<file path="config.mk">
export PLATFORM = sky130hd
export DESIGN_NAME = sync_fifo_ctrl
export DESIGN_NICKNAME = d
export VERILOG_FILES = /design/src/rtl/sync_fifo_ctrl.sv
export SDC_FILE = /design/constraint.sdc
export NUM_CORES = 1
export LEC_CHECK = 0
export CORE_MARGIN = 2
export CORE_UTILIZATION = 27
export DETAILED_ROUTE_END_ITERATION = 10
export DONT_BUFFER_PORTS = 1
export PLACE_DENSITY = 0.45
export SYNTH_ARGS = -nofsm -noshare
export SYNTH_HDL_FRONTEND = slang
export SYNTH_SLANG_ARGS = --single-unit
</file>
<file path="constraint.sdc">
create_clock -name clk -period 3.25 [get_ports clk]
set_input_delay 0.325 -clock clk [delete_from_list [all_inputs] [get_ports clk]]
set_output_delay 0.325 -clock clk [all_outputs]
set_load 0.05 [all_outputs]
</file>
<file path="src/rtl/sync_fifo_ctrl.sv">
// First-word-fall-through FIFO controller around an external 1-cycle SDP RAM.
// Optional SYNC_FIFO_CTRL_WATERMARK_EN adds AFULL_THRESH and almost_full.
module sync_fifo_ctrl #(
    parameter int DATA_WIDTH = 32,
    parameter int ADDR_WIDTH = 10
`ifdef SYNC_FIFO_CTRL_WATERMARK_EN
    ,
    parameter int AFULL_THRESH = (1 << ADDR_WIDTH) - 4
`endif
) (
    input  logic                  clk,
    input  logic                  rst,
    input  logic                  s_valid,
    output logic                  s_ready,
    input  logic [DATA_WIDTH-1:0] s_data,
    output logic                  m_valid,
    input  logic                  m_ready,
    output logic [DATA_WIDTH-1:0] m_data,
    output logic [ADDR_WIDTH:0]   count,
    output logic                  full,
    output logic                  empty,
`ifdef SYNC_FIFO_CTRL_WATERMARK_EN
    output logic                  almost_full,
`endif
    output logic                  ram_ena,
    output logic                  ram_wea,
    output logic [ADDR_WIDTH-1:0] ram_addra,
    output logic [DATA_WIDTH-1:0] ram_dina,
    output logic                  ram_enb,
    output logic [ADDR_WIDTH-1:0] ram_addrb,
    input  logic [DATA_WIDTH-1:0] ram_doutb
);

    localparam int DEPTH = 1 << ADDR_WIDTH;
    localparam logic [ADDR_WIDTH:0] DEPTH_P = (ADDR_WIDTH + 1)'(DEPTH);
    localparam logic [ADDR_WIDTH:0] PTR_ONE = {{ADDR_WIDTH{1'b0}}, 1'b1};

    logic [ADDR_WIDTH:0] wr_ptr;
    logic [ADDR_WIDTH:0] rd_ptr;
    logic [ADDR_WIDTH:0] ram_cnt;
    logic                wr_fire;
    logic                rd_issue;

    // Extra pointer MSB separates a full RAM from an empty one
    assign ram_cnt  = wr_ptr - rd_ptr;
    assign full     = (ram_cnt == DEPTH_P);
    assign s_ready  = !full && !rst;
    assign wr_fire  = s_valid && s_ready;
    assign rd_issue = (ram_cnt != '0) && (!m_valid || m_ready) && !rst;

    assign ram_ena   = wr_fire;
    assign ram_wea   = wr_fire;
    assign ram_addra = wr_ptr[ADDR_WIDTH-1:0];
    assign ram_dina  = s_data;
    assign ram_enb   = rd_issue;
    assign ram_addrb = rd_ptr[ADDR_WIDTH-1:0];

    // RAM output register doubles as the FIFO output stage
    assign m_data = ram_doutb;
    assign count  = ram_cnt + {{ADDR_WIDTH{1'b0}}, m_valid};
    assign empty  = (count == '0);

`ifdef SYNC_FIFO_CTRL_WATERMARK_EN
    assign almost_full = !rst && (int'(count) >= AFULL_THRESH);
`endif

    always_ff @(posedge clk) begin
        if (rst) begin
            wr_ptr  <= '0;
            rd_ptr  <= '0;
            m_valid <= 1'b0;
        end else begin
            if (wr_fire) begin
                wr_ptr <= wr_ptr + PTR_ONE;
            end
            if (rd_issue) begin
                rd_ptr  <= rd_ptr + PTR_ONE;
                m_valid <= 1'b1;
            end else if (m_valid && m_ready) begin
                m_valid <= 1'b0;
            end
        end
    end

endmodule

</file>
### Word-level counts from Yosys, hierarchy flattened

Index checks and enable logic that the tools add are counted.

* logic and storage cells: 22
* input port bits: 68
* memories: 0
* bits in latches: 0
* output and inout port bits: 102
* memory bits (read-only): 0
* bits in writable memories: 0
* register bits: 23

* reductions and logical operators: 12
* multiplexer cells: 2
* $add $sub $neg: 4
* div/mod/pow operators: 0
* $lt $le $gt $ge: 0
* $mul: 0
* shift operators: 0
* bitwise operators: 0
* equal/unequal tests: 1

Operators with widths (number)
* $add A11 B1 Y11 const B: 2
* $add A11 B1 Y11: 1
* $eq A11 B11 Y1 const B: 1
* $logic_not A11 Y1: 1
* $reduce_bool A11 Y1: 1
* $sub A11 B11 Y11: 1
* $logic_and A1 B1 Y1: 5
* $logic_not A1 Y1: 3
* $mux W1: 2
* $reduce_bool A2 Y1: 1
* $logic_or A1 B1 Y1: 1

### Longest topological paths before layout

Gate-level depths: netlist of the first run.

* word-level depth: 5
* gate-level depth with buffers: 13
* mapped depth without buffers: 12

### Worst setup path after synthesis of the first run

OpenSTA, ideal clock, no wires.

* path type: reg-to-output
* from: reg wr_ptr[0]
* to: out empty
* data arrival time: 4.517 ns
* buffers on the path: 0
* required time: 2.925 ns
* stages on the path, launching flop included: 13
* path slack: -1.592 ns
* cell sequence: dfxtp_1 inv_1 ha_1 inv_1 fa_1 a21o_1 and3_2 nor2_2 o21bai_1 xor2_1 nand3b_1 xnor2_1 nor4b_1

* longest elaborated chain between the ends: 3

Ends and longest elaborated chain
* start, declared: line 38 `logic [ADDR_WIDTH:0] wr_ptr;`
* start signal, assigned: line 74 `wr_ptr <= wr_ptr + PTR_ONE;`
* $sub A11 B11 Y11: line 45 `assign ram_cnt = wr_ptr - rd_ptr;`
* $add A11 B1 Y11: line 60 `assign count = ram_cnt + {{ADDR_WIDTH{1'b0}}, m_valid};`
* via count[9]: line 19 `output logic [ADDR_WIDTH:0] count,`
* $logic_not A11 Y1: line 61 `assign empty = (count == '0);`
* end, declared: line 21 `output logic empty,`

The timed path passes the listed nets, and every way through them passes these cells.

### Final worst setup path of the first run

* from: reg wr_ptr[0]
* to: out ram_wea

* longest elaborated chain between the ends: 5

Ends and longest elaborated chain
* $sub A11 B11 Y11: line 45
* $eq A11 B11 Y1: line 46 `assign full = (ram_cnt == DEPTH_P);`
* $logic_not A1 Y1: line 47 `assign s_ready = !full && !rst;`
* $logic_and A1 B1 Y1: line 47
* $logic_and A1 B1 Y1: line 48 `assign wr_fire = s_valid && s_ready;`
* end, declared: line 26 `output logic ram_wea,`

Every way passes these cells.

==> results of run 1 <==
==> cells by family (layout without fill, tap and decap cells) <==
| group | Yosys count | in the layout | synth area share (%) |
|---|---|---|---|
| compound gates | 50 | 50 | 11.8 |
| xor+xnor | 18 | 18 | 6.09 |
| fa+ha+maj | 15 | 15 | 7.54 |
| buf+inv | 106 | 94 | 28.3 |
| flops | 23 | 23 | 17.8 |
| mux | 8 | 8 | 3.82 |
| simple gates | 104 | 104 | 24.7 |
==> per-stage QoR <==
stage	util, %	instances	area, µm²
floorplan	-	324	2770
global placement	29.4	422	2730
detailed placement	29.4	422	2730
CTS	31.7	433	2940
global route	34.1	441	3160
finish	34.1	441	3160
==> routing by layer <==
layer | vias to the layer above | global-route usage, % | part of all wire [%]
met1 | 980 | 16.1 | 45
met5 | - | 0 | 0
met3 | 13 | 2.53 | 5.6
met4 | 0 | 4.00 | 1.8
li1 | 1017 | - | -
met2 | 56 | 19.7 | 47
==> final cells by class <==
type                       count  area (µm²)  area share (%)
clock buffer                   4        45.0            1.42
timing repair buffer          75         648            20.5
inverter                      15        58.8            1.86
tap                          129         161            5.10
multi-input combinational    195        1780            56.4
sequential                    23         464            14.7
==> timing repair <==
item | in CTS | in global routing
pin swaps | 12 | 22
endpoints found under the hold margin | 0 | 0
setup endpoints to repair | 15 | 30
cloned | 0 | 0
gates resized for setup | 23 | 42
buffers inserted | 7 | 11
hold buffers | 0 | 0
==> cell usage after synthesis (all sizes together), types with 2 or more instances <==
| library cell | instances | area share [%] |
|---|---|---|
| buf | 87 | 26 |
| dfxtp | 23 | 18 |
| a21oi | 20 | 4.0 |
| nor2 | 17 | 2.7 |
| nand2 | 16 | 2.3 |
| inv | 15 | 2.2 |
| ha | 14 | 6.8 |
| o21ai | 13 | 2.5 |
| or3 | 13 | 3.3 |
| xor2 | 10 | 3.4 |
| xnor2 | 8 | 2.7 |
| and3 | 7 | 1.8 |
| nand2b | 7 | 1.7 |
| nand4 | 7 | 1.7 |
| nor3 | 7 | 1.4 |
| or4 | 7 | 2.3 |
| mux2 | 6 | 3.0 |
| nor2b | 5 | 1.3 |
| a21o | 4 | 1.2 |
| clkbuf | 4 | 0.58 |
| nand3 | 3 | 0.58 |
| nor4 | 3 | 1.9 |
| o31ai | 3 | 0.87 |
| a31oi | 2 | 0.48 |
| and3b | 2 | 0.68 |
| mux2i | 2 | 0.77 |
| or2 | 2 | 0.48 |
==> power by group through the flow <==
stage	clock, mW	combinational, mW	sequential [mW]
after global placement	0	0.749	0.304
final	0.192	0.863	0.298
after CTS	0.196	0.818	0.298
after global routing	0.211	0.918	0.299
after detailed placement	0	0.752	0.304
after floorplan	0	0.761	0.310
==> final timing paths <==
kind,start,endpoint,cells past startpoint
worst max-delay path,wr_ptr[0],ram_wea,13
worst min-delay path,rst,wr_ptr[7],1
worst max register to register,wr_ptr[0],rd_ptr[9],14
worst min register to register,wr_ptr[10],wr_ptr[10],2
==> flip-flops by register name, summed over array words and instances, names as in the netlist <==
signal / count
rd_ptr: 11
m_valid: 1
wr_ptr: 11
==> results.md, run 1 <==
Placement:
- Summed over all nets, the half-perimeter wirelength after detailed placement is 4920 µm.
- Prior to clock tree synthesis, the placed netlist has a worst setup slack of -0.0648 ns.
- The congestion estimate from routability-driven global placement came to 0.789.
- Input and output buffers added on the ports amount to 0.

Global route:
- The via count of the first global-routing pass is 2000.
- The first global-routing pass estimated 10000 µm of wire.
- The global-route total usage across every layer is 12.1%.
- The total global routing overflow is 0.
- Entering global routing, the biggest net connects 37 pins.
- The initial antenna violation count is 0.

Yosys:
- The synthesized netlist occupies a cell area of 2590 µm².
- Counting every net in the synthesized netlist gives 407.
- Counting flops and latches in the post-synthesis netlist gives 23.
- The synthesized instance count is 324.
- The flip-flop cell with the highest count after synthesis is sky130_fd_sc_hd__dfxtp_1.
- The unique cell type count in the Yosys netlist is 57.
- The portion of the post-synthesis area used by sequential elements is 17.8%.
- For this run, asynchronously set or reset flops after synthesis account for 0%.
- The synthesized design contains 0 enable-type register cells.
- A synthesized cell averages 7.99 µm².
- The synthesis warning total is 0.

Outcome:
- The flow ran to the end, but the final reports show violations.
- The final reports fail on setup timing.

Clock network:
- The clock tree root driver cell is sky130_fd_sc_hd__clkbuf_8.
- The H-tree depth reported by CTS is 1.
- The clock drives 23 sinks.
- The number of clock buffers added by TritonCTS is 3.
- The clock transition at the registers of the reported paths is 0.09 ns.
- Clock latency on the worst-skew pair, taken at its later pin, is 0.27 ns.
- The clock tree from TritonCTS is yes.
- The number of buffers on the longest clock path is 2.

Pwr:
- The fraction of power consumed by sequential logic is 22.0%.
- The maximum VDD drop is 0.259 mV.
- Per report_power, the combinational group accounts for 63.8% of the total.
- The power after layout is 1.35 mW.
- Of the total power, the share spent switching nets is 45.6%.
- The internal power of the cells totals 0.736 mW.
- The share of power burned in the clock network is 14.2%.
- Dividing total power by cell area gives a power density of 428 nW/µm².
- The analysis attributes to net switching a power of 0.617 mW.
- The total leakage power is 1.27 nW.

Critical path:
- The slowest cell on the critical path is sky130_fd_sc_hd__or4_4.
- On the critical path the largest part of the delay comes from simple AND/OR/NAND/NOR gates.
- Data on the critical path is required at its endpoint by 2.92 ns.
- The largest stage delay on the critical path is 0.52 ns.
- The buffering stage count on the worst path with inverters included is 3.
- In this run the worst path has a maximum fanout of 4.
- The worst register-to-register path has a setup slack of -0.23 ns.
- The signal on the critical path passes through inv_2 -> ha_4 -> inv_4 -> fa_2 -> a21o_1 -> a21oi_2 -> xnor2_2 -> or4_4 -> or4_4 -> nor4_4 -> buf_6 -> nor2b_4 -> nor2b_4.
- The capturing element type of the critical path is an output pin.
- The setup path with the least slack is of type register to output pin.
- The critical path startpoint category is a register.
- The arrival time reported for the critical path endpoint is 3.19 ns.

STA:
- The number of slew-limit violations in the final report is 0.
- For the final database, setup skew stands at 0.00470 ns.
- Derived from the worst setup path, the maximum achievable clock frequency is 285 MHz.
- The remaining max-slew budget at the tightest pin is 59.5%.
- The number of hold-slack violations in the final timing report is 0.
- Setup repair after global routing could not meet its margin everywhere.
- Setup violations remaining at the end of the flow were counted as 19.
- The minimum hold slack is 0.114 ns.
- Setup total negative slack on the finished layout was measured at -2.57 ns.
- The least setup slack across all paths after layout is -0.262 ns.
- The actual slew at the worst max-slew pin is 0.606 ns.
- Subtracting the final worst setup slack from the clock period gives 3.51 ns.
- The final critical path takes up 108% of the cycle.

Final layout:
- The library cell used most frequently in the layout, excluding fill and tap cells, is sky130_fd_sc_hd__buf_4.
- The top cell types in the final layout, fill and taps aside, are 57 x sky130_fd_sc_hd__buf_4, 20 x sky130_fd_sc_hd__dfxtp_1, 16 x sky130_fd_sc_hd__nand2_1, 16 x sky130_fd_sc_hd__buf_6.
- The number of antenna diodes is 0.
- The area growth from synthesis to layout is 22.2%.
- Counting the fill cells in the layout gives 1009.
- Of the cells placed in the final design, the portion with a size suffix greater than 1 is 49.7%.
- The count of nets after finishing is 396.

Die:
- The I/O pin count is 170.
- The floorplan core area is 9280 µm².
- The vertical die dimension is 102 µm.
- Measured along the x axis, the die boundary spans 102 µm.
- The placement row count is 35.
- The full die area is 10400 µm².
- The starting utilization of the core area is 27.9%.

Detailed routing:
- After detailed routing, the average wire length per cell comes to 14.6 µm.
- The routed wire length is 6450 µm.
- The pre-antenna-repair detailed-routing pass consisted of 4 iterations.
- The final antenna-violating net count is 0.
- For this block, the initial DRC count from the detailed router was 78.
- In the routed design, unresolved DRC markers number 0.
- The total number of vias is 2066.
- After detailed routing, the number of vias per cell comes to 4.68.

Run:
- The tool flagged a number of max-cap violations equal to 0.

Min path:
- The path class of the tightest hold or removal check is input pin to register.
Power figures use the tool's default switching activity.
==> run 2: changes to the inputs <==
--- a/config.mk
+++ b/config.mk
@@ -5,6 +5,7 @@
 export SDC_FILE = /design/constraint.sdc
 export NUM_CORES = 1
 export LEC_CHECK = 0
+export ABC_AREA = 1
 export CORE_MARGIN = 2
 export CORE_UTILIZATION = 27
 export DETAILED_ROUTE_END_ITERATION = 10
==> run 2 against run 1 <==
Against the previous run:
- the flow now finishes without violations
- hold slack improved by 0.0031 ns
- die area rose by 7.5%
- flip-flop and latch count did not move
- first-iteration DRC count rose by 59%
- area after synthesis rose by 7.8%
- fmax rose by 15%
- register-to-register slack improved by 0.99 ns
- largest cell class unchanged
- clock power fell by 5%
- critical path depth rose by 2
==> results.md, run 2 <==
Global route:
- The initial antenna violation count is 0 (unchanged).
- The first-pass GRT wire length is 10900 µm (was 10000 µm).
- The via count of the first global-routing pass is 2168 (was 2000).
- The total global routing overflow came to 0 (unchanged).
- The largest net degree at the start of global routing is 23 (was 37).
- The global-route total usage across every layer was 12.1% (about the same).

Yosys:
- The largest area contributor in the netlist is sky130_fd_sc_hd__buf_4 (unchanged).
- The unique cell type count in the Yosys netlist is 24 (was 57).
- Ranking of synthesized cells by instance count: 104 x sky130_fd_sc_hd__nand2_1, 86 x sky130_fd_sc_hd__buf_4, 57 x sky130_fd_sc_hd__inv_1, 36 x sky130_fd_sc_hd__nand3_1, 27 x sky130_fd_sc_hd__nor2_1 (was 85 x sky130_fd_sc_hd__buf_4, 23 x sky130_fd_sc_hd__dfxtp_1, 19 x sky130_fd_sc_hd__a21oi_1, 16 x sky130_fd_sc_hd__nand2_1).
- The most repeated cell in the gate-level netlist after synthesis was sky130_fd_sc_hd__nand2_1 (was sky130_fd_sc_hd__buf_4).
- The register bit total from synthesis was 23 (unchanged).
- The post-synthesis average cell area is 6.37 µm² (was 7.99 µm²).
- The post-synthesis net count was 521 (was 407).
- The portion of the post-synthesis area used by sequential elements is 16.5% (was 17.8%).
- The synthesis warning total is 0 (unchanged).
- The synthesized instance count is 438 (was 324).
- The share of async-settable or async-resettable flops after synthesis is 0% (unchanged).
- The count of flip-flops with a built-in enable after synthesis was 0 (unchanged).
- The flip-flop cell with the highest count after synthesis is sky130_fd_sc_hd__dfxtp_1 (unchanged).
- The top-area cell type share of the netlist area is 23.1% (was 24.7%).
- Dominant cells by area after synthesis: sky130_fd_sc_hd__buf_4 23%, sky130_fd_sc_hd__dfxtp_1 17%, sky130_fd_sc_hd__nand2_1 14%, sky130_fd_sc_hd__inv_1 7.7%, sky130_fd_sc_hd__nand3_1 6.5% (was sky130_fd_sc_hd__buf_4 25%, sky130_fd_sc_hd__dfxtp_1 18%, sky130_fd_sc_hd__ha_1 6.8%, sky130_fd_sc_hd__a21oi_1 3.7%, sky130_fd_sc_hd__xor2_1 3.4%).
- The post-synthesis instance area was 2790 µm² (was 2590 µm²).

STA:
- The worst-case clock skew came to 0.00129 ns (was 0.00470 ns).
- Unrepaired setup endpoints after global routing: false (was true).
- The final cycle utilization of the critical path is 93.6% (was 108%).
- The number of hold-slack violations in the final timing report was 0 (unchanged).
- The number of slew-limit violations in the final report is 0 (unchanged).
- The actual slew at the worst max-slew pin is 0.536 ns (was 0.606 ns).
- The remaining max-slew budget at the tightest pin was 64.2% (was 59.5%).
- The sum of negative setup slack is 0 ns (was -2.57 ns).
- The achievable frequency was 329 MHz (was 285 MHz).
- The post-layout minimum cycle time is 3.04 ns (was 3.51 ns).
- The setup violation total in the final timing report is 0 (was 19).

Run:
- The count of maximum capacitance violations is 0 (unchanged).

Detailed routing:
- The final antenna-violating net count was 0 (unchanged).
- The total number of vias came to 2274 (was 2066).
- The DRC violation total after the first TritonRoute iteration is 124 (was 78).
- The final routed DRC violation total is 0 (unchanged).
- The routed via count divided by cell count was 4.34 (was 4.68).
- The number of search-and-repair iterations in the first detailed-routing pass came to 6 (was 4).
- The post-detailed-route wirelength per cell is 12.7 µm (was 14.6 µm).
- The routed wire length was 6650 µm (was 6450 µm).

Critical path:
- The largest stage delay on the critical path is 0.58 ns (was 0.52 ns).
- The buffering stage count on the worst path with inverters included is 4 (was 3).
- The setup slack of the most critical reg-to-reg path came to 0.76 ns (was -0.23 ns).
- The most prevalent standard cell on the critical path is sky130_fd_sc_hd__nand2_1.
- The kind of cell adding the most delay to the critical path is simple AND/OR/NAND/NOR gates (unchanged).
- The destination of the worst register-to-register timing path is rd_ptr[1] (was rd_ptr[9]).
- The slowest cell on the critical path was sky130_fd_sc_hd__fa_2 (was sky130_fd_sc_hd__or4_4).
- The worst reg-to-reg path cell count is 16 (was 14).
- The maximum fanout encountered on the critical timing path is 4 (unchanged).
- The worst setup path category is register to output pin (unchanged).
- The critical register-to-register path startpoint is wr_ptr[0] (unchanged).
- The critical path startpoint category is a register (unchanged).
- The critical path depth is 15 (was 13).
- Cell Chain, Critical Path: ha_4 -> inv_2 -> fa_2 -> buf_4 -> nand4_1 -> inv_1 -> nand3_2 -> nor2_2 -> nand2_1 -> nand2_1 -> nand2_1 -> nor2_1 -> nand3_1 -> nor2_2 -> buf_12 (was inv_2 -> ha_4 -> inv_4 -> fa_2 -> a21o_1 -> a21oi_2 -> xnor2_2 -> or4_4 -> or4_4 -> nor4_4 -> buf_6 -> nor2b_4 -> nor2b_4).
- The arrival time reported for the critical path endpoint is 2.72 ns (was 3.19 ns).
- The capturing element type of the critical path was an output pin (unchanged).
- The data required time at the worst endpoint was 2.92 ns (about the same).

Min path:
- The cell depth of the worst min-delay path came to 1 (unchanged).
- The endpoint of the worst hold path is wr_ptr[5] (was wr_ptr[7]).
- The kind of path behind the tightest hold check is input pin to register (unchanged).
- The startpoint of the tightest hold check path is rst (unchanged).

Clock network:
- The clock transition at the registers of the reported paths came to 0.09 ns (about the same).
- The clock buffer count from CTS was 3 (unchanged).
- The H-tree depth reported by CTS is 1 (unchanged).
- The clock insertion delay at the later pin of the skew report is 0.26 ns (was 0.27 ns).
- The clock tree from TritonCTS is yes (unchanged).
- The clock tree root driver cell is sky130_fd_sc_hd__clkbuf_8 (unchanged).
- The number of buffers inserted for hold repair after clock tree synthesis came to 0 (unchanged).
- The number of clock sinks seen by CTS was 23 (unchanged).
- The number of buffers on the longest clock path is 2 (unchanged).

Die:
- The placement row count is 37 (was 35).
- The full die area was 11200 µm² (was 10400 µm²).
- The I/O pin count is 170 (unchanged).
- The width of the chip came to 106 µm (was 102 µm).
- The floorplan core area is 10200 µm² (was 9280 µm²).
- The vertical die dimension is 106 µm (was 102 µm).
- The starting utilization of the core area is 27.4% (was 27.9%).

Final layout:
- The count of non-filler cells in the finished layout is 524 (was 441).
- The post-layout instance area is 2780 µm² (was 3160 µm²).
- The area growth from synthesis to layout came to -0.314% (was 22.2%).
- The commonest non-fill, non-tap cell in the layout is sky130_fd_sc_hd__nand2_1 (was sky130_fd_sc_hd__buf_4).
- The number of antenna diodes is 0 (unchanged).
- Commonest cells after routing, fill and taps aside: 102 x sky130_fd_sc_hd__nand2_1, 53 x sky130_fd_sc_hd__inv_1, 33 x sky130_fd_sc_hd__nand3_1, 33 x sky130_fd_sc_hd__buf_4 (was 57 x sky130_fd_sc_hd__buf_4, 20 x sky130_fd_sc_hd__dfxtp_1, 16 x sky130_fd_sc_hd__nand2_1, 16 x sky130_fd_sc_hd__buf_6).
- Registers with the highest flip-flop counts: rd_ptr: 11 flops, wr_ptr: 11 flops, m_valid: 1 flops (unchanged).
- The count of nets after finishing came to 472 (was 396).
- The proportion of layout cells with a drive suffix above 1 is 19.6% (was 49.7%).

Placement:
- The total of buffers placed on input and output ports is 0 (unchanged).
- The post-placement cell count came to 518 (was 422).
- The total half-perimeter wirelength after legalization and detailed placement is 5300 µm (was 4920 µm).
- The area after detailed placement is 2630 µm² (was 2730 µm²).
- The placer's final routability congestion estimate is 0.815 (was 0.789).

Pwr:
- The total leakage power came to 1.36 nW (was 1.27 nW).
- The maximum VDD drop is 0.349 mV (was 0.259 mV).
- The power density over the cells came to 443 nW/µm² (was 428 nW/µm²).

Outcome:
- Result of the run: completed (was complete, but fails checks).
==> run 2: kinds of logic after synthesis <==
family                     count (synthesis)  synth area share [%]
and+or+nand+nor                          202                  32.4
buffers and inverters                    150                  32.3
AOI/OAI and AO/OA                         26                  4.80
DFF                                       23                  16.5
xor gates and xnor gates                  22                  6.91
adders and majority gates                 15                  7.00
==> run 2: how the worst max path moves through the flow <==
stage               startpoint    end  slack, ns
floorplan            wr_ptr[0]  empty       0.12
global placement     wr_ptr[0]  empty       0.47
detailed placement   wr_ptr[0]  empty       0.42
CTS                  wr_ptr[0]  empty       0.10
global route         wr_ptr[0]  empty      0.004
finish               rd_ptr[0]  empty       0.21
==> run 2: area by class of cell <==
class	instances	area (µm²)
inverter	57	218
sequential	23	462
tap	136	170
clock buffer	3	41.3
timing repair buffer	39	359
clock inverter	1	5.00
multi-input combinational	265	1530
fill	1172	7400
==> run 2: power breakdown <==
group	switching (mW)	leakage [nW]	internal [mW]	total (mW)
logic	0.514	1.15	0.238	0.752
clock network	0.0961	0.0255	0.0856	0.182
registers	0.00805	0.187	0.290	0.298
==> run 2: layer usage <==
layer	part of all wire, %	GRT usage [%]	vias up
li1	-	-	1205
met1	46	15.2	994
met2	45	19.8	65
met3	7.1	3.46	10
met4	1.2	3.85	0
met5	0	0	-
==> run 2: worst reg2reg max path: stages (launching register included) <==
cell	delay, ns
sky130_fd_sc_hd__dfxtp_2	0.34
sky130_fd_sc_hd__inv_2	0.05
sky130_fd_sc_hd__ha_4	0.15
sky130_fd_sc_hd__inv_2	0.08
sky130_fd_sc_hd__fa_2	0.49
sky130_fd_sc_hd__inv_1	0.07
sky130_fd_sc_hd__nand2_1	0.04
sky130_fd_sc_hd__a21oi_1	0.11
sky130_fd_sc_hd__nand3_1	0.10
sky130_fd_sc_hd__nor2_2	0.11
sky130_fd_sc_hd__nand3_2	0.11
sky130_fd_sc_hd__nor2_4	0.12
sky130_fd_sc_hd__nand3b_2	0.13
sky130_fd_sc_hd__nand2_2	0.09
sky130_fd_sc_hd__inv_1	0.21
sky130_fd_sc_hd__nand2_1	0.13
sky130_fd_sc_hd__nand2_1	0.05
==> run 2: per-stage QoR <==
stage | util, % | power [mW] | hold slack [ns] | setup WS [ns]
3_3_place_gp | 25.8 | 1.00 | 0.396 | 0.465
5_1_grt | 27.3 | 1.32 | 0.0967 | 0.00387
2_1_floorplan | - | 1.05 | 0.466 | 0.122
6_report | 27.3 | 1.23 | 0.117 | 0.208
4_1_cts | 26.3 | 1.19 | 0.104 | 0.105
3_5_place_dp | 25.8 | 1.00 | 0.398 | 0.418
==> run 2: what timing repair did <==
action / 4_1_cts / 5_1_grt
setup endpoints to repair: 0 / 5
setup buffers: 0 / 2
resized for setup: 0 / 25
==> run 3: changes to the inputs <==
--- a/config.mk
+++ b/config.mk
@@ -6,6 +6,7 @@
 export NUM_CORES = 1
 export LEC_CHECK = 0
 export ABC_AREA = 1
+export CAP_MARGIN = 20
 export CORE_MARGIN = 2
 export CORE_UTILIZATION = 27
 export DETAILED_ROUTE_END_ITERATION = 10
==> results of run 3 <==
Same layout as run 2: the final DEF is identical, and so are final timing and power.
==> RTL edit: new RTL, config.mk and constraints of run 2 <==
Set the parameter `ADDR_WIDTH` to 11 (it was 10).
--- a/src/rtl/sync_fifo_ctrl.sv
+++ b/src/rtl/sync_fifo_ctrl.sv
@@ -4,3 +4,3 @@
     parameter int DATA_WIDTH = 32,
-    parameter int ADDR_WIDTH = 10
+    parameter int ADDR_WIDTH = 11
 `ifdef SYNC_FIFO_CTRL_WATERMARK_EN
Interface: changed (resized count, ram_addra and ram_addrb); port bits go from 170 to 173. No check against the original RTL was run, so the function may have changed too.
==> RTL edit against run 2 <==
  * Routed wire length rose by 32%
  * Final area rose by 29%
  * Largest cell class unchanged
  * Worst setup slack got worse by 0.073 ns
  * Total power rose by 15%
  * Critical path depth rose by 1
  * Sequential cell count rose by 2
  * Area after synthesis rose by 23%
  * Hold slack improved by 0.0090 ns
==> RTL edit: results (changes against run 2) <==
synth:
  synthFlopType: "dfxtp_1"
  ys_types: 34  # +42%
  yosysWarnings: 0  # unchanged
  post-synth-top-count-cell: "nand2_1"
  syn-num-nets: 612  # +17%
  synthTopCellsByArea: "buf_4 19%, dfxtp_1 15%, nand2_1 12%, nand3_1 7.0%, inv_1 6.3%"
  ys_top_cells_by_count: "114 x nand2_1, 87 x buf_4, 58 x inv_1"
  ys_async_sr_fraction_pct: 0  # unchanged
  synth_cells: 528  # +21%
  yosysSeqAreaShare_pct: 14.6  # -2.0 points
pwr:
  ir_drop_v: 0.000244  # -30%
  swShare_pct: 48.0  # -2.2 points
  p_leak_nw: 1.61  # +18%
route:
  dr.pass1.iters: 4  # -2
  drt_iter0_markers: 139  # +12%
  num_vias: 2907  # +28%
  wl_microns: 8740  # +32%
grt:
  grt_pass1_wl_microns: 14000  # +28%
  track_usage_pct: 12.7  # +0.65 points
  grt_pass1_vias: 2800  # +29%
  grt_max_degree: 25  # +8.7%
  antenna_found_initial: 0  # unchanged
clocking:
  clock_latency_ns: 0.26  # about the same
  cts_buffers: 3  # unchanged
  path_clk_slew_ns: 0.07  # -0.02 ns
  cts_root_buffer: "clkbuf_16"
  cts_max_level: 1  # unchanged
placed_design:
  dp_hpwl_microns: 6870  # +30%
  post-place-ws_ns: 0.291  # -0.127 ns
  gp_congestion: 0.830  # +1.9%
  placed_cells: 643  # +24%
  place_area_sq_um: 3330  # +27%
critical_path:
  cp_max_fo: 4  # unchanged
  crit_path_start_kind: "register"
  ff2ff_setup_slack_ns: 0.55  # -0.21 ns
  arrival_ns: 2.79  # +0.07 ns
  reg2reg_to: "rd_ptr[1]$_SDFFE_PP0P_"
layout:
  stdcell_count: 654  # +25%
  drive_gt1_share_pct: 31.5  # +12 points
  fin_nets: 567  # +20%
  biggestRegsByFlops: "rd_ptr (12), wr_ptr (12), m_valid (1)"
  diodes: 0  # unchanged
timing:
  min_period_ns: 3.12  # +0.0734 ns
  fin_skew_ns: 0.00964  # +0.00835 ns
  tightest_slew_ns: 0.595  # +0.0589 ns
hold_path:
  min_path_type: "in2reg"
outcome:
  status: "complete, no violations"
RTL edit: cells by family after synthesis:
family / Yosys count / synth area share, %
AOI/OAI and AO/OA: 28 / 6.26
xor gates and xnor gates: 22 / 5.60
adders and majority gates: 16 / 6.04
buffers and inverters: 165 / 28.5
DFF: 25 / 14.6
and+or+nand+nor: 272 / 39.1
RTL edit: worst min path at each step:
stage          from                     end  slack [ns]
2_1_floorplan   rst  rd_ptr[3]$_SDFFE_PP0P_        0.39
4_1_cts         rst  wr_ptr[3]$_SDFFE_PP0P_        0.12
3_3_place_gp    rst  rd_ptr[2]$_SDFFE_PP0P_        0.39
3_5_place_dp    rst  rd_ptr[2]$_SDFFE_PP0P_        0.39
5_1_grt         rst  rd_ptr[9]$_SDFFE_PP0P_        0.11
6_report        rst  rd_ptr[2]$_SDFFE_PP0P_        0.13
RTL edit: cell type report:
type,count,area [sq um]
fill,1459,8920
multi-input combinational,338,2100
sequential,25,505
timing repair buffer,47,440
inverter,68,258
tap,172,215
clock buffer,3,75.1
clock inverter,1,5.00
RTL edit: what timing repair did:
action                     4_1_cts  5_1_grt
buffers inserted                 0        7
setup endpoints to repair        0        9
hold buffers                     0        0
resized for setup                0       38
RTL edit: power by group through the flow:
stage | combinational [mW] | sequential [mW] | clock [mW]
CTS | 0.761 | 0.318 | 0.289
global placement | 0.752 | 0.325 | 0
detailed placement | 0.759 | 0.325 | 0
finish | 0.814 | 0.319 | 0.278
floorplan | 0.779 | 0.330 | 0
global route | 0.894 | 0.319 | 0.298
RTL edit: worst max-delay path: stages, from the launching register on:
cell,delay (ns)
dfxtp_2,0.32
inv_2,0.07
ha_4,0.14
inv_4,0.04
fa_2,0.63
ha_4,0.16
inv_1,0.05
nor2_2,0.10
nand3_2,0.11
nor2_2,0.15
nand2_2,0.09
nand2_2,0.08
nand3_2,0.08
nor2_2,0.13
nand3_2,0.10
nor2_4,0.13
buf_12,0.14
RTL edit: metal layers:
layer	GRT usage (%)	vias up	share of wire (%)
met1	17.0	1330	48
li1	-	1494	-
met3	2.83	10	6.3
met4	3.37	0	1.1
met5	0	-	0
met2	20.7	73	44
RTL edit: stage by stage:
| stage | total power [mW] | util [%] |
|---|---|---|
| finish | 1.41 | 28.7 |
| global route | 1.51 | 28.7 |
| CTS | 1.37 | 27.2 |
| detailed placement | 1.08 | 26.6 |
| global placement | 1.08 | 26.6 |
| floorplan | 1.11 | - |
